`config.mk`:
```
export PLATFORM = sky130hd
export DESIGN_NAME = serial_to_word
export DESIGN_NICKNAME = d
export VERILOG_FILES = /design/src/rtl/serial_to_word.sv
export SDC_FILE = /design/constraint.sdc
export NUM_CORES = 1
export LEC_CHECK = 0
export CORE_MARGIN = 5
export CORE_UTILIZATION = 35
export CTS_CLUSTER_DIAMETER = 60
export DETAILED_ROUTE_END_ITERATION = 16
export GPL_ROUTABILITY_DRIVEN = 0
export REMOVE_ABC_BUFFERS = 1
export SKIP_CTS_REPAIR_TIMING = 1
export SLEW_MARGIN = 10
export SYNTH_ARGS = -nofsm -noshare
export SYNTH_HDL_FRONTEND = slang
export SYNTH_SLANG_ARGS = --single-unit
```
`constraint.sdc`:
```
create_clock -name clk -period 2 [get_ports clk]
set_input_delay 0.4 -clock clk [delete_from_list [all_inputs] [get_ports clk]]
set_output_delay 0.4 -clock clk [all_outputs]
set_load 0.005 [all_outputs]
```
`src/rtl/serial_to_word.sv`:
```
// rtl/serial_to_word.sv - serial bit stream to WIDTH-bit word assembler with two-deep buffering
module serial_to_word #(
  parameter int WIDTH     = 32,
  parameter bit MSB_FIRST = 1'b1
) (
  input  logic                     clk,
  input  logic                     rst,
  input  logic                     bit_in,
  input  logic                     bit_valid,
  output logic                     bit_ready,
  output logic [WIDTH-1:0]         word_out,
  output logic                     word_valid,
  input  logic                     word_ready,
  output logic [$clog2(WIDTH)-1:0] bit_count
);

  localparam int CW = $clog2(WIDTH);
  localparam logic [CW-1:0] LAST_IDX = CW'(WIDTH - 1);

  // EMPTY: output register free; HOLD: output register full;
  // STALL: output register full and a completed word parked in the shift register
  typedef enum logic [1:0] {
    EMPTY = 2'd0,
    HOLD  = 2'd1,
    STALL = 2'd2
  } state_t;

  state_t           state_q, state_d;
  logic [WIDTH-1:0] sr_q, sr_d;
  logic [WIDTH-1:0] word_q, word_d;
  logic [CW-1:0]    cnt_q, cnt_d;

  logic [WIDTH-1:0] sr_shift;
  logic             bit_accept;
  logic             last_accept;
  logic             word_consume;

  assign bit_ready    = !rst && (state_q != STALL);
  assign word_valid   = (state_q != EMPTY);
  assign word_out     = word_q;
  assign bit_count    = cnt_q;
  assign bit_accept   = bit_valid && bit_ready;
  assign last_accept  = bit_accept && (cnt_q == LAST_IDX);
  assign word_consume = word_valid && word_ready;

  // State and datapath registers, cleared by synchronous reset
  always_ff @(posedge clk) begin
    if (rst) begin
      state_q <= EMPTY;
      sr_q    <= '0;
      word_q  <= '0;
      cnt_q   <= '0;
    end else begin
      state_q <= state_d;
      sr_q    <= sr_d;
      word_q  <= word_d;
      cnt_q   <= cnt_d;
    end
  end

  // Next-state decision from last-bit completion and downstream consumption
  always_comb begin
    state_d = state_q;
    case (state_q)
      EMPTY: begin
        if (last_accept) state_d = HOLD;
      end
      HOLD: begin
        if (last_accept && !word_consume) state_d = STALL;
        else if (!last_accept && word_consume) state_d = EMPTY;
      end
      STALL: begin
        if (word_consume) state_d = HOLD;
      end
      default: state_d = EMPTY;
    endcase
  end

  // Shift register, bit counter and output register loads
  always_comb begin
    if (MSB_FIRST) sr_shift = {sr_q[WIDTH-2:0], bit_in};
    else           sr_shift = {bit_in, sr_q[WIDTH-1:1]};

    sr_d   = bit_accept ? sr_shift : sr_q;
    cnt_d  = cnt_q;
    word_d = word_q;

    if (bit_accept) begin
      if (cnt_q == LAST_IDX) cnt_d = '0;
      else                   cnt_d = cnt_q + CW'(1);
    end

    case (state_q)
      EMPTY: begin
        if (last_accept) word_d = sr_shift;
      end
      HOLD: begin
        // refill in the same cycle as the consume keeps word_valid high with no bubble
        if (last_accept && word_consume) word_d = sr_shift;
      end
      STALL: begin
        if (word_consume) word_d = sr_q;
      end
      default: word_d = word_q;
    endcase
  end

endmodule

```
# Word-level counts from Yosys, hierarchy flattened

Cells that the tools add are included.

Register bits after elaboration: 71
Input port bits: 5
Output and inout port bits: 39
Logic and storage cells: 38

$add $sub $neg: 1
Equal/unequal tests: 8
Multiplexer cells: 10
Reduce and logical (&&, ||, !) cells: 15

Operator list:

| kind                                                            | count |
|---|---|
| 32-bit 2-to-1 mux                                               | 3 |
| 32-bit case mux with 3 select lines                             | 1 |
| 2-bit 2-to-1 mux                                                | 4 |
| 2-bit != test, second input constant                            | 4 |
| 1-bit logical AND                                               | 7 |
| 2-bit case mux with 3 select lines                              | 1 |
| 5-bit by 1-bit adder with 5-bit output, second input constant   | 1 |
| 5-bit == test, second input constant                            | 1 |
| 5-bit 2-to-1 mux                                                | 1 |
| 4-bit AND reduction                                             | 1 |
| 1-bit zero test                                                 | 3 |
| 3-bit != test, second input constant                            | 1 |
| 3-bit AND reduction                                             | 1 |
| 3-bit nonzero test                                              | 1 |
| 2-bit by 1-bit == test with 1-bit output, second input constant | 1 |
| 2-bit == test, second input constant                            | 1 |
| 2-bit zero test                                                 | 1 |
| 2-bit nonzero test                                              | 1 |

# Depth between registers and ports, before layout

Depth after elaboration: 9
Depth in mapped cells: 10
Gate-level depth less buffers: 9

# Worst setup path after synthesis

Ideal clock, no wire load.

Path kind: reg-to-reg
Start point: register cnt_q[0] (netlist: bit_count[0])
End point: register word_q[0] (netlist: word_out[0])
Library setup time: 86 ps
Data arrival time: 2045 ps
Data required time: 1914 ps
Path slack: -131 ps
Stages on the path, launching flop included: 11
Path buffers: 1
Clock period less this slack: 2131 ps
Cell sequence: dfxtp_1 ha_1 and3_1 ha_1 and2_1 ha_1 nand2b_1 a22oi_2 buf_2 nor2_1 a211oi_1

Cells in the longest elaborated chain, start to end: 5
Elaborated cells between the ends (all ways): 6
Those cells by class: eq/ne: 3; reduce/logical: 3

RTL lines:

| item                                     | line | text |
|---|---|---|
| start, declared                          | 31   | `logic [CW-1:0] cnt_q, cnt_d;` |
| start signal, assigned                   | 57   | `cnt_q <= cnt_d;` |
| 5-bit == test (*)                        | 43   | `assign last_accept = bit_accept && (cnt_q == LAST_IDX);` |
| 1-bit logical AND (*)                    | 43   |  |
| 1-bit logical AND                        | 99   | `if (last_accept && word_consume) word_d = sr_shift;` |
| 2-bit != test (no source line)           | n/a  |  |
| 4-bit AND reduction (no source line) (*) | n/a  |  |
| end signal, assigned                     | 56   | `word_q <= word_d;` |
| end, declared                            | 30   | `logic [WIDTH-1:0] word_q, word_d;` |

Every way passes the cells marked *; elsewhere a longest branch is shown, timed or not.
A chain may end at the register's enable or synchronous reset.

# Final worst setup path

Start point: register cnt_q[1] (netlist: bit_count[1])
End point: register word_q[2] (netlist: word_out[2])

Same word-level chain as after synthesis.

==> out/metrics.csv <==
metric,value,unit
cts_made_buffers,9,
grt_max_degree,69,
slew_viol_final,0,
crit_chain,ha_4 > and3_4 > ha_4 > and2_4 > ha_4 > nand2b_4 > a22oi_2 > buf_6 > buf_12 > clkbuf_16 > nor2_1 > a211oi_1,
rsz0062_at_grt,yes,
dieWidth,102.0,um
min_path_type,input pin to register,
routed_via_density,4.996,
grt_pass1_wl,10680,um
max_stage_delay,360,ps
clock_sinks,71,
final_common_cell,nand2_1,
cp.depth,12,
place_ws,-327.5,ps
postRouteAntennaNets,0,
area_growth,42.95,%
crit_type,register to register,
layout_common_cells,"68 x nand2_1, 67 x dfxtp_1, 42 x clkdlybuf4s50_1, 34 x nor2_1, 33 x nand3b_1",
worst_slack,-49.73,ps
syn_inst,330,
dieArea,10410,um2
max_freq,487.9,MHz
num_rows,33,
clkTransAtPathRegs,70,ps
yosysSeqAreaShare,47.93,%
clk_latency,340,ps
whs_path_depth,3,
p_leak,1.519,nW
drtIter0Drc,148,
ioPinCount,44,
reg2reg_slack,-50,ps
crit_path_max_fanout,5,
crit_path_end_kind,register,
powerDensity,692.6,nW/um2
nFillCells,754,
ys_seq_elements,71,
arrival,2310,ps
rr_worst_depth,12,
slowest_stage,dfxtp_2,
dpl.hpwl,4008,um
fin_worst_skew,6.945,ps
routedWlPerCell,14.34,um
portBuffers,43,
cpMostUsedCell,ha_4,
overflow,0,
cap_violations,0,
fin_crit_sh,102.5,%
path_delay_family,simple AND/OR/NAND/NOR gates,
setup_violations,16,
layout-drive-gt1-share,21.41,%
crit_buf_inv,3,
die_h,102.0,um
worst_slew_pin_slew,705.9,ps
ys_types,29,
ir_worst_vdd,0.0004249,V
synth_warnings,0,
syn_area,2965,um2
dr.pass1.iters,5,
slew-limit-headroom,52.94,%
vias,2508,
required,2260,ps
n_antenna_cell,0,
cts_tree,yes,
antenna_found_initial,0,
design_area,4239,um2
clockRootBuffer,clkbuf_8,
htreeDepth,3,
core,8217,um2
fin_nets,401,
hold_ws,397.9,ps
start_util,36.09,%
hold_viol,0,
drt-total-wl,7198,um
dpl_cell_area,3585,um2
outcome,"finished, violations left",
cts_buffer_depth,2,
grt_pass1_vias,2297,
min_period,2050,ps
grt_usage,12.95,%
violations,negative setup slack,
detail_route.drc_violations,0,
critPathLaunchType,register,
syn_avg_cell_area,8.986,um2
[logic make-up (layout without fill, tap and decap cells)]
family | after synthesis | in the layout | synth area share, %
fa+ha+maj | 4 | 4 | 1.688
simple gates | 153 | 153 | 25.23
buf+inv | 27 | 94 | 3.966
compound gates | 43 | 43 | 10.38
mux | 32 | 32 | 10.80
flops | 71 | 71 | 47.93
[cell usage after synthesis]
cell | count | share of area [%]
buf_1 | 2 | 0.25
inv_1 | 2 | 0.25
and2_1 | 1 | 0.21
nand4bb_1 | 1 | 0.38
or4b_1 | 1 | 0.34
nand2_1 | 68 | 8.6
or4_1 | 1 | 0.25
or2_2 | 1 | 0.21
a211oi_1 | 32 | 8.1
a21oi_1 | 5 | 0.84
nand3b_1 | 33 | 8.4
nor2b_1 | 1 | 0.21
buf_2 | 7 | 1.2
o21ai_0 | 3 | 0.51
a221oi_1 | 1 | 0.30
a31oi_1 | 1 | 0.21
dfxtp_1 | 71 | 48
clkbuf_1 | 15 | 1.9
nor2_1 | 37 | 4.7
and3_1 | 1 | 0.21
ha_1 | 4 | 1.7
mux2i_1 | 32 | 11
buf_6 | 1 | 0.38
a22oi_2 | 1 | 0.42
nor4bb_1 | 1 | 0.34
or2_1 | 1 | 0.21
nand3_1 | 1 | 0.17
nor4_1 | 1 | 0.21
nand2b_1 | 4 | 0.84
[worst paths after layout]
path	startpoint	end
worst max-delay path	bit_count[1]	word_out[2]
worst min-delay path	rst	state_q[1]
worst max register to register	bit_count[1]	word_out[2]
worst min register to register	sr_q[14]	sr_q[15]
[power breakdown]
part / internal [mW] / total [mW] / switching [mW] / leakage [nW]
logic: 0.0457 / 0.110 / 0.0647 / 0.829
clock network: 0.863 / 1.40 / 0.537 / 0.116
registers: 1.42 / 1.43 / 0.00625 / 0.574
total: 2.33 / 2.94 / 0.608 / 1.52
[flip-flops by register name, indices dropped and copies added, names as in the netlist]
name,flops
word_out,32
bit_count,5
state_q,2
sr_q,32
[final cells by class]
type / count / area, um2 / share of cell area, %
clock inverters: 5 / 105.1 / 2.479
well taps: 105 / 131.4 / 3.099
multi-input cells: 232 / 1612 / 38.02
flip-flops and latches: 71 / 1426 / 33.65
clock buffers: 11 / 141.4 / 3.335
inverters: 2 / 7.507 / 0.1771
repair buffers: 76 / 815.8 / 19.24
[metrics by stage]
stage	cells	total power, mW	setup TNS, ps	utilization, %
after detailed placement	473	1.562	-8617	43.63
after global placement	473	1.561	-6392	43.63
after floorplan	305	1.496	-195330	-
after CTS	489	2.958	-3739	46.63
after global routing	502	3.028	-2868	51.59
final	502	2.936	-265.9	51.59
[worst min-delay path: stages]
cell and delay (ps):
buf_2 90, buf_4 160, nor2_1 50
[per-layer routing]
metal  up-vias  part of all wire, %  GRT usage (%)
li1       1266                    -              -
met1      1188                   46          16.44
met2        43                   48          20.54
met3        11                  3.4          2.594
met4         0                  2.2          7.265
met5         -                    0              0
No activity file was read; power rests on OpenSTA's default activity.
